## src/rtl/mac_unit_pkg.sv

```systemverilog
// Shared types for the multiply-accumulate unit: command opcodes and FSM states.
package mac_unit_pkg;

  // Command opcodes issued by the control path in the M stage.
  typedef enum logic [2:0] {
    MAC_NOP = 3'd0,
    MAC_MUL = 3'd1,
    MAC_MAC = 3'd2,
    MAC_CLR = 3'd3,
    MAC_RDL = 3'd4,
    MAC_RDH = 3'd5
  } mac_op_t;

  // Sequencer states of the MAC unit.
  typedef enum logic [1:0] {
    IDLE  = 2'd0,
    MULT  = 2'd1,
    ACCUM = 2'd2
  } mac_state_t;

  // True for the opcodes that start an iterative multiply.
  function automatic logic is_mult_op(input mac_op_t op);
    return (op == MAC_MUL) || (op == MAC_MAC);
  endfunction

endpackage

```

## src/rtl/mac_mult_iter.sv

```systemverilog
// Iterative radix-2^RADIX_BITS shift-add multiplier. load_i captures the
// operands and clears the partial product; each step_i retires RADIX_BITS
// multiplier bits. last_o is high while the step about to be taken is the
// final one, so the product is complete on the edge after that step.
module mac_mult_iter #(
  parameter int XLEN       = 32,
  parameter int RADIX_BITS = 2
) (
  input  logic              clk,
  input  logic              rst,
  input  logic              load_i,
  input  logic [XLEN-1:0]   a_i,
  input  logic [XLEN-1:0]   b_i,
  input  logic              step_i,
  output logic              last_o,
  output logic [2*XLEN-1:0] prod_o
);

  localparam int PW    = 2 * XLEN;
  localparam int STEPS = XLEN / RADIX_BITS;
  localparam int CNT_W = (STEPS > 1) ? $clog2(STEPS) : 1;

  logic [PW-1:0]    mcand_q, mcand_d;
  logic [XLEN-1:0]  mplier_q, mplier_d;
  logic [PW-1:0]    partial_q, partial_d;
  logic [CNT_W-1:0] cnt_q, cnt_d;

  // The multiplicand is pre-shifted every step, so each radix digit only
  // needs a small per-bit offset instead of a growing shift amount.
  logic [PW-1:0] term [RADIX_BITS];
  logic [PW-1:0] pp_sum;

  for (genvar gi = 0; gi < RADIX_BITS; gi++) begin : g_term
    assign term[gi] = mplier_q[gi] ? (mcand_q << gi) : '0;
  end

  // Sum of the per-bit terms: multiplicand times the low radix digit.
  always_comb begin
    pp_sum = '0;
    for (int i = 0; i < RADIX_BITS; i++) begin
      pp_sum = pp_sum + term[i];
    end
  end

  // Next-state datapath: load operands, or retire one radix digit per step.
  always_comb begin
    mcand_d   = mcand_q;
    mplier_d  = mplier_q;
    partial_d = partial_q;
    cnt_d     = cnt_q;
    if (load_i) begin
      mcand_d   = PW'(a_i);
      mplier_d  = b_i;
      partial_d = '0;
      cnt_d     = CNT_W'(STEPS - 1);
    end else if (step_i) begin
      partial_d = partial_q + pp_sum;
      mcand_d   = mcand_q << RADIX_BITS;
      mplier_d  = mplier_q >> RADIX_BITS;
      if (cnt_q != '0) begin
        cnt_d = cnt_q - CNT_W'(1);
      end
    end
  end

  // Datapath registers with synchronous active-low reset.
  always_ff @(posedge clk) begin
    if (!rst) begin
      mcand_q   <= '0;
      mplier_q  <= '0;
      partial_q <= '0;
      cnt_q     <= '0;
    end else begin
      mcand_q   <= mcand_d;
      mplier_q  <= mplier_d;
      partial_q <= partial_d;
      cnt_q     <= cnt_d;
    end
  end

  assign last_o = (cnt_q == '0);
  assign prod_o = partial_q;

endmodule

```

## src/rtl/mac_unit.sv

```systemverilog
// Multi-cycle multiply-accumulate unit for the M stage. Owns the command
// sequencer and the accumulator; the multiply itself runs in mac_mult_iter.
module mac_unit
  import mac_unit_pkg::*;
#(
  parameter int XLEN       = 32,
  parameter int ACC_W      = 64,
  parameter int RADIX_BITS = 2
) (
  input  logic             clk,
  input  logic             rst,
  input  logic             mac_write_m,
  input  mac_op_t          mac_op_m,
  input  logic [XLEN-1:0]  src_a_m,
  input  logic [XLEN-1:0]  src_b_m,
  output logic             mac_busy_o,
  output logic             mac_done_o,
  output logic [XLEN-1:0]  mac_rdata_o,
  output logic [ACC_W-1:0] acc_o
);

  mac_state_t       state_q, state_d;
  mac_op_t          op_q, op_d;
  logic [ACC_W-1:0] acc_q, acc_d;
  logic             busy_q, busy_d;
  logic             done_q, done_d;

  logic              mult_load;
  logic              mult_step;
  logic              mult_last;
  logic [2*XLEN-1:0] mult_prod;

  logic accept;
  assign accept = mac_write_m && (state_q == IDLE);

  mac_mult_iter #(
    .XLEN       (XLEN),
    .RADIX_BITS (RADIX_BITS)
  ) u_mult (
    .clk    (clk),
    .rst    (rst),
    .load_i (mult_load),
    .a_i    (src_a_m),
    .b_i    (src_b_m),
    .step_i (mult_step),
    .last_o (mult_last),
    .prod_o (mult_prod)
  );

  // Sequencer: accept commands in IDLE, step the multiplier, then fold the
  // product into the accumulator. busy/done are derived from the next state
  // so both outputs come straight from flops.
  always_comb begin
    state_d   = state_q;
    op_d      = op_q;
    acc_d     = acc_q;
    mult_load = 1'b0;
    mult_step = 1'b0;
    unique case (state_q)
      IDLE: begin
        if (accept) begin
          if (is_mult_op(mac_op_m)) begin
            mult_load = 1'b1;
            op_d      = mac_op_m;
            state_d   = MULT;
          end else if (mac_op_m == MAC_CLR) begin
            acc_d = '0;
          end
        end
      end
      MULT: begin
        mult_step = 1'b1;
        if (mult_last) begin
          state_d = ACCUM;
        end
      end
      ACCUM: begin
        acc_d   = ((op_q == MAC_MAC) ? acc_q : '0) + ACC_W'(mult_prod);
        state_d = IDLE;
      end
      default: begin
        state_d = IDLE;
      end
    endcase
    busy_d = (state_d != IDLE);
    done_d = (state_q == ACCUM);
  end

  // State, accumulator and status flops; reset aborts any multiply in flight.
  always_ff @(posedge clk) begin
    if (!rst) begin
      state_q <= IDLE;
      op_q    <= MAC_NOP;
      acc_q   <= '0;
      busy_q  <= 1'b0;
      done_q  <= 1'b0;
    end else begin
      state_q <= state_d;
      op_q    <= op_d;
      acc_q   <= acc_d;
      busy_q  <= busy_d;
      done_q  <= done_d;
    end
  end

  // Writeback read port: only meaningful while idle, so a read held behind a
  // multiply sees zero until the result is final.
  always_comb begin
    mac_rdata_o = '0;
    if (state_q == IDLE) begin
      if (mac_op_m == MAC_RDL) begin
        mac_rdata_o = acc_q[XLEN-1:0];
      end else if (mac_op_m == MAC_RDH) begin
        mac_rdata_o = acc_q[2*XLEN-1:XLEN];
      end
    end
  end

  assign mac_busy_o = busy_q;
  assign mac_done_o = done_q;
  assign acc_o      = acc_q;

endmodule

```

## config.mk

```make
export PLATFORM = sky130hd
export DESIGN_NAME = mac_unit
export DESIGN_NICKNAME = d
export VERILOG_FILES = /design/src/rtl/mac_unit_pkg.sv /design/src/rtl/mac_mult_iter.sv /design/src/rtl/mac_unit.sv
export SDC_FILE = /design/constraint.sdc
export NUM_CORES = 1
export LEC_CHECK = 0
export ABC_AREA = 1
export CAP_MARGIN = 20
export CORE_UTILIZATION = 35
export DETAILED_ROUTE_END_ITERATION = 12
export PLACE_DENSITY_LB_ADDON = 0.2
export RECOVER_POWER = 100
export SLEW_MARGIN = 20
export SYNTH_ARGS = -nofsm -noshare
export SYNTH_HDL_FRONTEND = slang
export SYNTH_HIERARCHICAL = 1
export SYNTH_SLANG_ARGS = --single-unit
export TNS_END_PERCENT = 20
```

## constraint.sdc

```tcl
create_clock -name clk -period 3.57 [get_ports clk]
set_input_delay 0.714 -clock clk [delete_from_list [all_inputs] [get_ports clk]]
set_output_delay 0.714 -clock clk [all_outputs]
set_load 0.005 [all_outputs]
```

* Word-level counts from Yosys, hierarchy flattened
Index checks and enable logic that the tools add are counted.
** Operators by class
- Add/subtract/negate cells :: 4
- Eq/ne operators :: 11
- Multiplexer cells :: 25
- Bitwise gates (word level) :: 1
- Reductions and logical operators :: 13
** Operator list (count)
- 64-bit two-way mux :: 6
- 32-bit two-way mux :: 7
- 64-bit adder :: 3
- 64-bit case mux with 2 select lines :: 1
- 4-bit two-way mux :: 3
- 3-bit by 2-bit equality test with 1-bit output, second input constant :: 3
- 2-bit nonzero test :: 4
- 3-bit equality test, second input constant :: 2
- 2-bit two-way mux :: 3
- 4-bit zero test :: 1
- 1-bit two-way mux :: 4
- 2-bit != test, second input constant :: 2
- 2-bit case mux with 2 select lines :: 1
- 4-bit AND reduction :: 1
- 4-bit nonzero test :: 1
- 4-bit by 1-bit subtractor with 4-bit output, second input constant :: 1
- 3-bit by 1-bit equality test with 1-bit output, second input constant :: 1
- 3-bit AND reduction :: 1
- 2-bit by 1-bit equality test with 1-bit output, second input constant :: 1
- 2-bit equality test, second input constant :: 1
- 2-bit zero test :: 1
- 2-bit by 1-bit != test with 1-bit output, second input constant :: 1
- 2-bit AND reduction :: 1
- 2-bit OR reduction :: 1
- other kinds (3) :: 3
** Word-level totals
- Flip-flop bits (word level) :: 235
- Input bits :: 70
- Output and inout port bits :: 98
- Word-level logic and storage cells :: 64

* Longest topological paths before layout
- Depth in word-level cells :: 7
- Depth in mapped cells :: 22
- Gate-level depth less buffers :: 20

* By module
The synthesis kept the hierarchy.
** Modules (own cells, without submodules)
- mac_mult_iter :: instances 1, cells each 2382, area each 14292.5 um^2, seq. area each 3283.1 um^2
- mac_unit :: instances 1, cells each 1817, area each 9351.5 um^2, seq. area each 1421.4 um^2

* Worst setup path before layout
Ideal clock, no wire load.
- Path type :: flip-flop to flip-flop
- Start point :: register u_mult.mplier_q[0]
- End point :: register u_mult.partial_q[33], in the netlist u_mult/prod_o[33]
- Library setup time :: 109 ps
- Arrival time :: 3038 ps
- Data required time :: 3461 ps
- Setup slack :: 423 ps
- Stages on the path, launching flop included :: 22
- Path buffers :: 2
- Cell sequence :: dfxtp_1 > clkbuf_1 > clkbuf_1 > nand2_1 > fa_1 > inv_1 > ha_1 > fa_1 > nand3_1 > nand3_1 > nand2_1 > nand2_1 > nand2_1 > nand2_2 > nand2_1 > inv_1 > nor2_1 > nor2_1 > nor2_1 > nand2_1 > nand2_1 > inv_1
** Between the ends
- Word-level cells in the longest chain between the ends :: 3
** RTL lines
- from (decl) :: line mac_mult_iter.sv:24 : logic [XLEN-1:0] mplier_q, mplier_d;
- from (signal assigned) :: line mac_mult_iter.sv:75 : mplier_q <= mplier_d;
- 64-bit two-way mux :: line mac_mult_iter.sv:34 : assign term[gi] = mplier_q[gi] ? (mcand_q << gi) : '0;
- 64-bit adder :: line mac_mult_iter.sv:41 : pp_sum = pp_sum + term[i];
- 64-bit adder :: line mac_mult_iter.sv:57 : partial_d = partial_q + pp_sum;
- to (signal assigned) :: line mac_mult_iter.sv:76 : partial_q <= partial_d;
- to (decl) :: line mac_mult_iter.sv:25 : logic [PW-1:0] partial_q, partial_d;
Every way passes these cells.
A chain may end at the register's enable or synchronous reset.

* Worst setup path in the final report
- Start point :: input port mac_op_m[0]
- End point :: output port mac_rdata_o[14]
** Between the ends
- Word-level cells in the longest chain between the ends :: 4
- Elaborated cells on any way between the ends :: 5
** RTL lines
- from (decl) :: line mac_unit.sv:13 : input mac_op_t mac_op_m,
- 3-bit equality test :: line mac_unit.sv:113 : end else if (mac_op_m == MAC_RDH) begin
- 32-bit two-way mux :: line mac_unit.sv:113
- 32-bit two-way mux * :: line mac_unit.sv:111 : if (mac_op_m == MAC_RDL) begin
- 32-bit two-way mux * :: line mac_unit.sv:110 : if (state_q == IDLE) begin
- to (decl) :: line mac_unit.sv:18 : output logic [XLEN-1:0] mac_rdata_o,
Every way passes the cells marked *; elsewhere a longest branch is shown, timed or not.

==> flow_summary.yaml <==
outcome:
  status: "finished, final reports clean"
clocking:
  cts_sinks: 235
  h-tree-depth: 2
  cts_tree: "built"
  numCtsBuffers: 34
  hold_buffers: 0
  clkSlewWorstSetupHoldPaths_ns: 0.06
  cts_resized: 0
  clock_tree.root_cell: "clkbuf_16"
  post-cts-setup-buffer-count: 0
  clk_path_buf_depth: 3
  clk_latency_ns: 0.58
power_and_ir_drop:
  power.density_nw_per_um2: 268
  cellLeakagePower_nw: 15.5
  ir_drop_v: 0.000289
  total_power_mw: 7.36
floorplanning:
  ios: 168
  die_y_um: 262
  die_width_um: 262
  start_util_pct: 35.6
  die_area_um2: 68600
  placementRows: 94
  coreArea_um2: 66300
min_path:
  hold_depth: 2
  whs_endpoint: "op_q[2]"
  hp-class: "flop to flop"
  hold_start: "op_q[2]"
cells_and_area:
  postLayoutCellArea_um2: 27500
  diodes: 0
  fin_util_pct: 41.4
  area_growth_pct: 16.2
  nets: 4606
  layoutNonFillerInstCount: 5232
  final_layout_size_suffix_gt1_share_pct: 5.88
yosys:
  synth-edff-count: 0
  async_reset_ff_share_pct: 0
  synthTopCellsByArea: "nand2_1 23%, dfxtp_1 20%, inv_1 14%"
  yosys.cell_count.top_type: "nand2_1"
  synth_top_family_by_area: "simple AND/OR/NAND/NOR gates"
  synthCells: 4199
  syn_nets: 4460
  synth-simple-area-share_pct: 39.7
  yosysSeqAreaShare_pct: 19.9
  postSynthAreaPerCell_um2: 5.63
  synth_commonest_cells: "1472 x nand2_1, 892 x inv_1, 422 x nor2_1"
  synth_top_area_share_pct: 23.4
  synthFlopType: "dfxtp_1"
  synth_mux_area_share_pct: 0
  synth_area_leader_cell: "nand2_1"
  syn_area_um2: 23600
  synth_seq_cells: 235
  synth_compound_area_share_pct: 10.3
  synth_cell_type_count: 44
  synth_warnings: 6
  synth_fa_ha_area_share_pct: 12.1
  synthXorXnorAreaFrac_pct: 1.26
global_route:
  antenna_found_initial: 0
  use_met2_pct: 43.7
  grt_pass1_wl_mm: 138
  grt_use_met3_pct: 2.89
  grt-ovfl-total: 0
  track_usage_pct: 26.4
  grt-busiest-layer: "met2"
  grtUsageMet1_pct: 35.1
  grt_max_degree: 127
  grt_pass1_vias: 23700
setup_path:
  r2r-start: "u_mult/mplier_q[1]"
  reg2reg_to: "u_mult/prod_o[43]"
  reg2reg_depth: 16
  crit_arrival_ns: 2.68
  start_kind: "input pin"
  ff2ff_setup_slack_ns: 0.30
  worstPathMaxFanout: 33
  worstSetupEndpointType: "output pin"
  worst-setup-path-type: "input pin to output pin"
  required_ns: 2.86
routing:
  firstDrtPassIters: 6
  drcViolationCount: 0
  vias: 25300
  wl_mm: 90.6
  dr.first_iter.drc_count: 1797
  via_per_inst: 4.84
  final_antenna_net_count: 0
  wl_per_cell_um: 17.3
timing:
  hold_ws_ns: 0.435
  finalHoldViolCount: 0
  fin_crit_ns: 3.40
  slew_headroom_pct: 18.6
  layout_setup_ws_ns: 0.172
  drv_slew: 0
  rsz0062_at_grt: "no"
  fin_crit_sh_pct: 95.2
  fmax_mhz: 294
  worstMarginPinSlew_ns: 1.22
  setup_tns_ns: 0
  fin_skew_ns: 0.0342
  setup_viol: 0
placed_design:
  dp_slack_ns: 0.351
  dp_hpwl_mm: 73.3
  placed_area_um2: 26500
  place_congestion: 0.991
  place.port_buffers: 167
  dpl.cell_count: 5173
flow_run:
  maxCapViolCount: 0
-- cell type report --
| cell class | count | area [um2] |
|---|---|---|
| clock inverters | 15 | 161 |
| fillers | 7441 | 38900 |
| repair buffers | 223 | 2120 |
| well taps | 864 | 1080 |
| inverters | 926 | 3480 |
| flip-flops and latches | 235 | 4710 |
| clock buffers | 44 | 958 |
| multi-input cells | 2925 | 15000 |
-- sequential cells by signal, summed over array words and instances, names as in the netlist --
name             cells
acc_o               64
mac_busy_o           1
mac_done_o           1
op_q                 3
state_q              2
u_mult/cnt_q         4
u_mult/mcand_q      64
u_mult/mplier_q     32
u_mult/prod_o       64
-- cells in the final DEF (no fill, tap or decap), drive strengths merged --
| master | instances |
|---|---|
| nand2 | 1520 |
| inv | 921 |
| nor2 | 461 |
| a21oi | 250 |
| dfxtp | 235 |
| nand3 | 168 |
| ha | 127 |
| o21ai | 95 |
| dlygate4sd3 | 87 |
| clkdlybuf4s50 | 79 |
| nor3 | 75 |
| fa | 64 |
| clkbuf | 62 |
| o221ai | 43 |
| buf | 39 |
| xor2 | 29 |
| nand4 | 22 |
| a31oi | 15 |
| a211oi | 14 |
| clkinv | 14 |
| or2 | 8 |
| o21bai | 6 |
| nand3b | 5 |
| o211ai | 5 |
| xnor2 | 5 |
| nor4 | 5 |
| clkinvlp | 4 |
| and2 | 3 |
| bufinv | 2 |
| o21a | 1 |
| a32o | 1 |
| and3 | 1 |
| a221oi | 1 |
| a22oi | 1 |
-- layer usage --
metal  up-vias  share of wire [%]  wire length, um
met4         0                4.2             3760
met2       772                 45            40600
met5         -                  0                0
li1      13000                  -                -
met1     11400                 45            40900
met3       152                5.9             5360
-- cell families after synthesis --
family          count (synthesis)
simple gates                 2268
flops                         235
xor+xnor                       34
compound gates                432
fa+ha+maj                     191
buf+inv                      1039
-- report_power, final --
part	switching [mW]	internal [mW]	total, mW
sequential	0.150	2.74	2.89
combinational	0.643	0.356	0.999
clock	1.42	2.05	3.47
-- critical path, stage by stage --
cell and delay, ns:
dlygate4sd3_1 0.61, nor2_1 0.15, nand2_1 0.06, inv_1 0.09
buf_12 0.20, nand2_1 0.07, a21oi_1 0.18, dlygate4sd3_1 0.59
-- worst max-delay path by stage --
stage                       start           endpoint  cells after the start
6_report              mac_op_m[0]    mac_rdata_o[14]                      8
5_1_grt        u_mult/mplier_q[1]  u_mult/prod_o[43]                     16
4_1_cts        u_mult/mplier_q[1]  u_mult/prod_o[43]                     16
3_5_place_dp          mac_op_m[0]    mac_rdata_o[14]                      8
3_3_place_gp   u_mult/mplier_q[1]  u_mult/prod_o[43]                     16
2_1_floorplan  u_mult/mplier_q[0]  u_mult/prod_o[33]                     21
(Power assumes the default switching activity.)
